## src/rtl/lsu_ctrl_if.sv

```systemverilog
// Handshake bundles for the load/store controller: core side (request/response)
// and data-memory side (bus request/response).
interface lsu_core_if;
  logic        req_valid;
  logic        req_ready;
  logic        req_wen;
  logic [2:0]  req_memop;
  logic [31:0] req_addr;
  logic [31:0] req_wdata;
  logic        resp_valid;
  logic        resp_ready;
  logic [31:0] resp_rdata;
  logic        resp_err;

  modport master (
    output req_valid, req_wen, req_memop, req_addr, req_wdata, resp_ready,
    input  req_ready, resp_valid, resp_rdata, resp_err
  );
  modport slave (
    input  req_valid, req_wen, req_memop, req_addr, req_wdata, resp_ready,
    output req_ready, resp_valid, resp_rdata, resp_err
  );
endinterface

interface lsu_mem_if;
  logic        mem_req_valid;
  logic        mem_req_ready;
  logic        mem_wen;
  logic [31:0] mem_addr;
  logic [31:0] mem_wdata;
  logic [3:0]  mem_wstrb;
  logic        mem_rsp_valid;
  logic [31:0] mem_rsp_rdata;

  modport master (
    output mem_req_valid, mem_wen, mem_addr, mem_wdata, mem_wstrb,
    input  mem_req_ready, mem_rsp_valid, mem_rsp_rdata
  );
  modport slave (
    input  mem_req_valid, mem_wen, mem_addr, mem_wdata, mem_wstrb,
    output mem_req_ready, mem_rsp_valid, mem_rsp_rdata
  );
endinterface

```

## src/rtl/lsu_ctrl.sv

```systemverilog
// Load/store controller: one outstanding access, byte-lane alignment, sign/zero
// extension, and error reporting for misalignment, illegal ops and bus timeouts.
module lsu_ctrl #(
  parameter int TIMEOUT = 16,
  parameter int CNT_W   = 8
) (
  input  logic      clk,
  input  logic      rst,
  lsu_core_if.slave core,
  lsu_mem_if.master mem
);

  typedef enum logic [1:0] {IDLE, REQ, WAIT, RESP} state_e;

  localparam logic [2:0] OP_B  = 3'b000;
  localparam logic [2:0] OP_H  = 3'b001;
  localparam logic [2:0] OP_W  = 3'b010;
  localparam logic [2:0] OP_BU = 3'b100;
  localparam logic [2:0] OP_HU = 3'b101;
  localparam logic [CNT_W-1:0] CNT_LAST = CNT_W'(TIMEOUT - 1);

  state_e           state_q, state_d;
  logic [CNT_W-1:0] cnt_q, cnt_d;
  logic [2:0]       memop_q, memop_d;
  logic [1:0]       off_q, off_d;
  logic             mem_req_valid_q, mem_req_valid_d;
  logic             mem_wen_q, mem_wen_d;
  logic [31:0]      mem_addr_q, mem_addr_d;
  logic [31:0]      mem_wdata_q, mem_wdata_d;
  logic [3:0]       mem_wstrb_q, mem_wstrb_d;
  logic             resp_valid_q, resp_valid_d;
  logic             resp_err_q, resp_err_d;
  logic [31:0]      resp_rdata_q, resp_rdata_d;
  logic             req_ready;

  function automatic logic req_illegal(input logic wen, input logic [2:0] op,
                                       input logic [1:0] off);
    case (op)
      OP_B:    req_illegal = 1'b0;
      OP_H:    req_illegal = off[0];
      OP_W:    req_illegal = (off != 2'b00);
      OP_BU:   req_illegal = wen;
      OP_HU:   req_illegal = wen | off[0];
      default: req_illegal = 1'b1;
    endcase
  endfunction

  function automatic logic [3:0] store_strb(input logic [2:0] op, input logic [1:0] off);
    case (op)
      OP_B:    store_strb = 4'b0001 << off;
      OP_H:    store_strb = 4'b0011 << off;
      default: store_strb = 4'b1111;
    endcase
  endfunction

  function automatic logic [31:0] store_data(input logic [2:0] op, input logic [31:0] wd);
    case (op)
      OP_B:    store_data = {4{wd[7:0]}};
      OP_H:    store_data = {2{wd[15:0]}};
      default: store_data = wd;
    endcase
  endfunction

  function automatic logic [31:0] load_extend(input logic [2:0] op, input logic [1:0] off,
                                              input logic [31:0] rd);
    logic [31:0] sh;
    sh = rd >> {off, 3'b000};
    case (op)
      OP_B:    load_extend = {{24{sh[7]}}, sh[7:0]};
      OP_BU:   load_extend = {24'h0, sh[7:0]};
      OP_H:    load_extend = {{16{sh[15]}}, sh[15:0]};
      OP_HU:   load_extend = {16'h0, sh[15:0]};
      default: load_extend = rd;
    endcase
  endfunction

  assign req_ready = (state_q == IDLE) && !rst;

  always_comb begin
    state_d         = state_q;
    cnt_d           = cnt_q;
    memop_d         = memop_q;
    off_d           = off_q;
    mem_req_valid_d = mem_req_valid_q;
    mem_wen_d       = mem_wen_q;
    mem_addr_d      = mem_addr_q;
    mem_wdata_d     = mem_wdata_q;
    mem_wstrb_d     = mem_wstrb_q;
    resp_valid_d    = resp_valid_q;
    resp_err_d      = resp_err_q;
    resp_rdata_d    = resp_rdata_q;
    case (state_q)
      IDLE: begin
        if (core.req_valid && req_ready) begin
          memop_d = core.req_memop;
          off_d   = core.req_addr[1:0];
          if (req_illegal(core.req_wen, core.req_memop, core.req_addr[1:0])) begin
            state_d      = RESP;
            resp_valid_d = 1'b1;
            resp_err_d   = 1'b1;
            resp_rdata_d = 32'h0;
          end else begin
            state_d         = REQ;
            cnt_d           = '0;
            mem_req_valid_d = 1'b1;
            mem_wen_d       = core.req_wen;
            mem_addr_d      = {core.req_addr[31:2], 2'b00};
            mem_wdata_d     = core.req_wen ? store_data(core.req_memop, core.req_wdata) : 32'h0;
            mem_wstrb_d     = core.req_wen ? store_strb(core.req_memop, core.req_addr[1:0]) : 4'b0000;
          end
        end
      end
      REQ: begin
        // The exit event wins over a timeout landing in the same cycle.
        if (mem.mem_req_ready) begin
          state_d         = WAIT;
          mem_req_valid_d = 1'b0;
          cnt_d           = cnt_q + 1'b1;
        end else if (cnt_q == CNT_LAST) begin
          state_d         = RESP;
          mem_req_valid_d = 1'b0;
          resp_valid_d    = 1'b1;
          resp_err_d      = 1'b1;
          resp_rdata_d    = 32'h0;
        end else begin
          cnt_d = cnt_q + 1'b1;
        end
      end
      WAIT: begin
        if (mem.mem_rsp_valid) begin
          state_d      = RESP;
          resp_valid_d = 1'b1;
          resp_err_d   = 1'b0;
          resp_rdata_d = mem_wen_q ? 32'h0 : load_extend(memop_q, off_q, mem.mem_rsp_rdata);
        end else if (cnt_q == CNT_LAST) begin
          state_d      = RESP;
          resp_valid_d = 1'b1;
          resp_err_d   = 1'b1;
          resp_rdata_d = 32'h0;
        end else begin
          cnt_d = cnt_q + 1'b1;
        end
      end
      RESP: begin
        if (core.resp_ready) begin
          state_d      = IDLE;
          resp_valid_d = 1'b0;
          resp_err_d   = 1'b0;
          resp_rdata_d = 32'h0;
        end
      end
      default: state_d = IDLE;
    endcase
  end

  always_ff @(posedge clk or posedge rst) begin
    if (rst) begin
      state_q         <= IDLE;
      cnt_q           <= '0;
      memop_q         <= 3'b000;
      off_q           <= 2'b00;
      mem_req_valid_q <= 1'b0;
      mem_wen_q       <= 1'b0;
      mem_addr_q      <= 32'h0;
      mem_wdata_q     <= 32'h0;
      mem_wstrb_q     <= 4'b0000;
      resp_valid_q    <= 1'b0;
      resp_err_q      <= 1'b0;
      resp_rdata_q    <= 32'h0;
    end else begin
      state_q         <= state_d;
      cnt_q           <= cnt_d;
      memop_q         <= memop_d;
      off_q           <= off_d;
      mem_req_valid_q <= mem_req_valid_d;
      mem_wen_q       <= mem_wen_d;
      mem_addr_q      <= mem_addr_d;
      mem_wdata_q     <= mem_wdata_d;
      mem_wstrb_q     <= mem_wstrb_d;
      resp_valid_q    <= resp_valid_d;
      resp_err_q      <= resp_err_d;
      resp_rdata_q    <= resp_rdata_d;
    end
  end

  assign core.req_ready  = req_ready;
  assign core.resp_valid = resp_valid_q;
  assign core.resp_err   = resp_err_q;
  assign core.resp_rdata = resp_rdata_q;
  assign mem.mem_req_valid = mem_req_valid_q;
  assign mem.mem_wen       = mem_wen_q;
  assign mem.mem_addr      = mem_addr_q;
  assign mem.mem_wdata     = mem_wdata_q;
  assign mem.mem_wstrb     = mem_wstrb_q;

endmodule

```

## src/flat_wrapper.sv

```systemverilog
// flat-port wrapper written by rule: the top's interface ports become plain ports
module lsu_ctrl_flat 
#(
  parameter int TIMEOUT = 16,
  parameter int CNT_W   = 8
)
  (clk, rst, core_req_valid, core_req_wen, core_req_memop, core_req_addr, core_req_wdata, core_resp_ready, core_req_ready, core_resp_valid, core_resp_rdata, core_resp_err, mem_mem_req_valid, mem_mem_wen, mem_mem_addr, mem_mem_wdata, mem_mem_wstrb, mem_mem_req_ready, mem_mem_rsp_valid, mem_mem_rsp_rdata);
  lsu_core_if core_i ();
  lsu_mem_if mem_i ();
  input  logic clk;
  input  logic rst;
  input wire logic [$bits(core_i.req_valid)-1:0] core_req_valid;
  input wire logic [$bits(core_i.req_wen)-1:0] core_req_wen;
  input wire logic [$bits(core_i.req_memop)-1:0] core_req_memop;
  input wire logic [$bits(core_i.req_addr)-1:0] core_req_addr;
  input wire logic [$bits(core_i.req_wdata)-1:0] core_req_wdata;
  input wire logic [$bits(core_i.resp_ready)-1:0] core_resp_ready;
  output wire logic [$bits(core_i.req_ready)-1:0] core_req_ready;
  output wire logic [$bits(core_i.resp_valid)-1:0] core_resp_valid;
  output wire logic [$bits(core_i.resp_rdata)-1:0] core_resp_rdata;
  output wire logic [$bits(core_i.resp_err)-1:0] core_resp_err;
  output wire logic [$bits(mem_i.mem_req_valid)-1:0] mem_mem_req_valid;
  output wire logic [$bits(mem_i.mem_wen)-1:0] mem_mem_wen;
  output wire logic [$bits(mem_i.mem_addr)-1:0] mem_mem_addr;
  output wire logic [$bits(mem_i.mem_wdata)-1:0] mem_mem_wdata;
  output wire logic [$bits(mem_i.mem_wstrb)-1:0] mem_mem_wstrb;
  input wire logic [$bits(mem_i.mem_req_ready)-1:0] mem_mem_req_ready;
  input wire logic [$bits(mem_i.mem_rsp_valid)-1:0] mem_mem_rsp_valid;
  input wire logic [$bits(mem_i.mem_rsp_rdata)-1:0] mem_mem_rsp_rdata;
  assign core_i.req_valid = core_req_valid;
  assign core_i.req_wen = core_req_wen;
  assign core_i.req_memop = core_req_memop;
  assign core_i.req_addr = core_req_addr;
  assign core_i.req_wdata = core_req_wdata;
  assign core_i.resp_ready = core_resp_ready;
  assign core_req_ready = core_i.req_ready;
  assign core_resp_valid = core_i.resp_valid;
  assign core_resp_rdata = core_i.resp_rdata;
  assign core_resp_err = core_i.resp_err;
  assign mem_mem_req_valid = mem_i.mem_req_valid;
  assign mem_mem_wen = mem_i.mem_wen;
  assign mem_mem_addr = mem_i.mem_addr;
  assign mem_mem_wdata = mem_i.mem_wdata;
  assign mem_mem_wstrb = mem_i.mem_wstrb;
  assign mem_i.mem_req_ready = mem_mem_req_ready;
  assign mem_i.mem_rsp_valid = mem_mem_rsp_valid;
  assign mem_i.mem_rsp_rdata = mem_mem_rsp_rdata;
  lsu_ctrl #(.TIMEOUT(TIMEOUT), .CNT_W(CNT_W)) u_core (.clk(clk), .rst(rst), .core(core_i), .mem(mem_i));
endmodule
```

## config.mk

```make
export PLATFORM = sky130hd
export DESIGN_NAME = lsu_ctrl_flat
export DESIGN_NICKNAME = d
export VERILOG_FILES = /design/src/rtl/lsu_ctrl_if.sv /design/src/rtl/lsu_ctrl.sv /design/src/flat_wrapper.sv
export SDC_FILE = /design/constraint.sdc
export NUM_CORES = 1
export LEC_CHECK = 0
export ABC_AREA = 1
export CAP_MARGIN = 5
export CELL_PAD_IN_SITES_DETAIL_PLACEMENT = 0
export CELL_PAD_IN_SITES_GLOBAL_PLACEMENT = 2
export CORE_UTILIZATION = 27
export CTS_CLUSTER_DIAMETER = 60
export DETAILED_ROUTE_END_ITERATION = 10
export PLACE_DENSITY_LB_ADDON = 0.05
export SLEW_MARGIN = 30
export SYNTH_ARGS = -nofsm -noshare
export SYNTH_HDL_FRONTEND = slang
export SYNTH_SLANG_ARGS = --single-unit
```

## constraint.sdc

```tcl
create_clock -name clk -period 11 [get_ports clk]
set_input_delay 1.1 -clock clk [delete_from_list [all_inputs] [get_ports clk]]
set_output_delay 1.1 -clock clk [all_outputs]
set_load 0.1 [all_outputs]
```

**Word level (Yosys, flattened, before mapping)**

Index checks and enable logic that the tools add are counted.
Widths: inputs -> output; s select.

- Bits in registers: 117
- Word-level logic and storage cells: 96

- Add/sub/neg operators: 1
- Equality and inequality tests: 18
- Shift operators: 3
- Multiplexer cells: 45
- Bitwise operators: 2
- Reductions and logical operators: 15

Operators by type and width:

| cell | number |
|---|---|
| $mux 32 | 8 |
| $pmux 32 s4 | 2 |
| $pmux 32 s2 | 1 |
| $mux 8 | 5 |
| $shr 32x5->16 | 1 |
| $pmux 8 s3 | 1 |
| $mux 1 | 15 |
| $eq 3x3->1 const B | 4 |
| $mux 2 | 6 |
| $ne 2x2->1 const B | 6 |
| $reduce_and 4->1 | 3 |
| $add 8x1->8 const B | 1 |
| $eq 8x4->1 const B | 1 |
| $pmux 1 s4 | 2 |
| $pmux 2 s4 | 1 |
| $pmux 4 s2 | 1 |
| $eq 3x1->1 const B | 2 |
| $logic_not 3->1 | 2 |
| $pmux 1 s5 | 1 |
| $eq 2x2->1 const B | 2 |
| $mux 4 | 1 |
| $reduce_and 2->1 | 2 |
| $reduce_bool 2->1 | 2 |
| $shl 1x2->4 const A | 1 |
| other kinds (12) | 13 |

**Depth between registers and ports, before layout**

- Word-level depth: 8
- Gate-level depth with buffers: 13
- Mapped depth without buffers: 12

**Worst setup path before layout**

Ideal clock, no wire load.

- Path type: input port to output port
- From: input port rst
- To: output port core_req_ready
- Arrival time: 1592 ps
- Setup slack: 8308 ps
- Stages on the path: 1
- Path buffers: 0
- Path through: nor2_4

- Longest elaborated chain between the ends: 2

Ends and longest elaborated chain:

| what | line | RTL |
|---|---|---|
| start, declared | flat_wrapper.sv:11 | `input logic rst;` |
| $logic_not 1->1 | lsu_ctrl.sv:77 | `assign req_ready = (state_q == IDLE) && !rst;` |
| $logic_and 1x1->1 | lsu_ctrl.sv:77 |  |
| end, declared | flat_wrapper.sv:18 | `output wire logic [$bits(core_i.req_ready)-1:0] core_req_ready;` |

Every way passes these cells.

**Worst setup path in the final report**

Same ends and word-level chain as after synthesis.

==> results.toml <==
[outcome]
status = "finished clean"

[die]
rows = 54
dieArea_sq_um = 22900
num_io_pins = 211
die_y_um = 151
core-area_sq_um = 21800
fp.dieW_um = 151
start_util_pct = 27.5

[finish]
final_core_util_pct = 40.6
areaGrowthSynthToFinish_pct = 47.4
drive_above_1_share_pct = 5.82
num_antenna_cells = 0
num-nets-final = 1095

[sta]
slew_headroom_pct = 31.1
rsz0062_at_grt = "false"
tns_ps = 0
min_period_over_period_pct = 36.5
max_freq_ghz = 0.249
hold_viol = 0
drv_slew = 0
setup_viol = 0
period_needed_ps = 4010
tightest_slew_ps = 1030
skew_ps = 8.22

[yosys]
synth_flop_cell = "dfrtp_1"
syn_avg_cell_area_sq_um = 7.60
yosysMostFrequentCell = "nand2_1"
synth_top_area_share_pct = 48.7
synth_edf_count = 0
synthArstFlopShare_pct = 100
syn_area_sq_um = 6010
ys_types = 32
yosys_warnings = 0
yosys-top-cells-count = "309 x nand2_1, 117 x dfrtp_1, 76 x o21ai_0, 66 x nand3_1, 60 x inv_1"
synthCells = 791
synth_area_leaders = "dfrtp_1 49%, nand2_1 19%, o21ai_0 6.3%"
yosysTopAreaCell = "dfrtp_1"
synth-seq-cells = 117
seq_area_frac_synth_pct = 48.7

[job]
max_cap_viol_count = 0

[clock_tree]
cts_resized = 0
cts_tree = "built"
htreeDepth = 4
cts_hold_buf = 0
cts_sinks = 117
path_clk_slew_ps = 50
cts_setup_buffers = 0
cts_buffers = 17
cts-root-buf = "clkbuf_16"
clock_latency_ps = 410
cts_max_path_buffers = 2

[setup_path]
worstPathRequired_ps = 9900
ff2ff_path_depth = 11
reg2reg_to = "u_core.mem.mem_wdata[30]$_DFFE_PP0P_"
r2r_slack_ps = 7570
crit_fanout = 2
endpoint_kind = "primary output"
start_kind = "primary input"
rr_startpoint = "u_core.state_q[0]$_DFFE_PP0P_"
cp.arrival_ps = 2910
worstSetupPathType = "in2out"

[routing]
drc = 0
wire_per_inst_um = 15.9
firstDrtPassIters = 4
ant_nets = 0
vias = 5831
wirelength_um = 20300
drt-initial-drc-count = 318
vias_per_cell = 4.57

[global_route]
antenna_found_initial = 0
grt_pass1_vias = 5866
grt_max_degree = 69
grt_usage_pct = 18.3
grt_pass1_wl_um = 31900
grt_remaining_overflow = 0

[power_and_ir_drop]
p_int_mw = 1.34
powerDensity_nw_per_um2 = 350
clock_power_share_pct = 18.7
seqPwrFrac_pct = 22.2
switchingPower_mw = 1.76
p_comb_share_pct = 59.1
p_sw_share_pct = 56.9
ir_drop_mv = 0.198
leakagePower_nw = 4.20

[min_path]
min_to = "u_core.core.resp_rdata[7]$_DFFE_PP0P_"
hold_class = "reg2reg"
hold_depth = 2
hold_start = "u_core.core.resp_rdata[7]$_DFFE_PP0P_"

[placement]
gp_congestion = 0.770
dp_hpwl_um = 14400
io_buffers = 208
## cell families (layout without fill, tap and decap cells)
kind of cell	count (synthesis)	in the layout	synth area share [%]
simple gates	433	433	30.2
flops	117	117	48.7
xor+xnor	3	3	0.437
compound gates	131	131	11.9
other cells	1	2	0.0624
fa+ha+maj	5	5	1.04
buf+inv	101	306	7.64
## cell usage in the layout (no fill, tap or decap), types with 4 or more instances in the layout
| cell | Yosys | layout |
|---|---|---|
| inv_1 | 60 | 59 |
| clkbuf_16 | 0 | 17 |
| a21oi_1 | 22 | 22 |
| clkinvlp_4 | 0 | 4 |
| clkinv_4 | 0 | 5 |
| nor2_2 | 4 | 5 |
| nand3_1 | 66 | 66 |
| nand2_2 | 5 | 5 |
| clkdlybuf4s50_1 | 0 | 205 |
| o21ai_0 | 76 | 76 |
| nand4_1 | 17 | 17 |
| o21ai_1 | 17 | 17 |
| nor2_1 | 26 | 25 |
| dfrtp_1 | 117 | 116 |
| nand2_1 | 309 | 309 |
| ha_1 | 5 | 5 |
| o221ai_1 | 7 | 7 |
## how the worst max path moves through the flow
stage          start                              endpoint  slack (ps)  cells past startpoint
2_1_floorplan    rst           u_core.cnt_q[0]$_DFFE_PP0P_        6800                      1
3_5_place_dp     rst  u_core.mem.mem_wdata[19]$_DFFE_PP0P_        6700                      9
5_1_grt          rst  u_core.mem.mem_wdata[26]$_DFFE_PP0P_        6890                      9
3_3_place_gp     rst        u_core.mem.mem_wen$_DFFE_PP0P_        6720                      9
4_1_cts          rst                        core_req_ready        7010                      3
6_report         rst                        core_req_ready        6990                      3
## layer usage
layer / global-route usage, % / vias up / routed length (um) / part of all wire, %
met5: 0 / - / 0 / 0
met2: 29.9 / 151 / 9670 / 48
met1: 22.5 / 2719 / 8800 / 43
met3: 7.26 / 11 / 1680 / 8.3
met4: 4.20 / 0 / 161 / 0.79
li1: - / 2950 / - / -
## area by class of cell
type,instances,area [sq um]
clock inverters,14,178
repair buffers,211,2090
clock buffers,18,439
well taps,280,350
multi-input cells,574,2630
flip-flops and latches,117,2930
fillers,2339,13000
inverters,63,241
## critical path, cell delays in order
cell,delay (ps)
clkdlybuf4s50_1,520
nor2_4,160
clkdlybuf4s50_1,1140
## stage by stage
stage / instances / setup WS, ps / total power [mW] / hold WS, ps / cell area (sq um)
3_5_place_dp: 1245 / 6700 / 2.55 / 464 / 8240
5_1_grt: 1277 / 6890 / 3.27 / 492 / 8860
4_1_cts: 1277 / 7010 / 3.14 / 475 / 8860
6_report: 1277 / 6990 / 3.10 / 469 / 8860
2_1_floorplan: 792 / 6800 / 2.10 / 469 / 6010
3_3_place_gp: 1245 / 6720 / 2.55 / 462 / 8250
## power by group through the flow
stage / Clock, mW / Combinational, mW / Sequential (mW)
2_1_floorplan: 0 / 0.533 / 1.57
5_1_grt: 0.615 / 1.95 / 0.713
3_5_place_dp: 0 / 1.85 / 0.694
6_report: 0.580 / 1.83 / 0.688
4_1_cts: 0.596 / 1.86 / 0.691
3_3_place_gp: 0 / 1.86 / 0.693
## registers in the layout, summed over array words and instances, names as in the netlist, 2 cells and up
register and flops:
u_core.state_q 2, u_core.cnt_q 8, u_core.memop_q 3, u_core.mem.mem_wstrb 4
u_core.core.resp_rdata 32, u_core.mem.mem_wdata 32, u_core.mem.mem_addr 30, u_core.off_q 2
No activity file was read; power rests on OpenSTA's default activity.
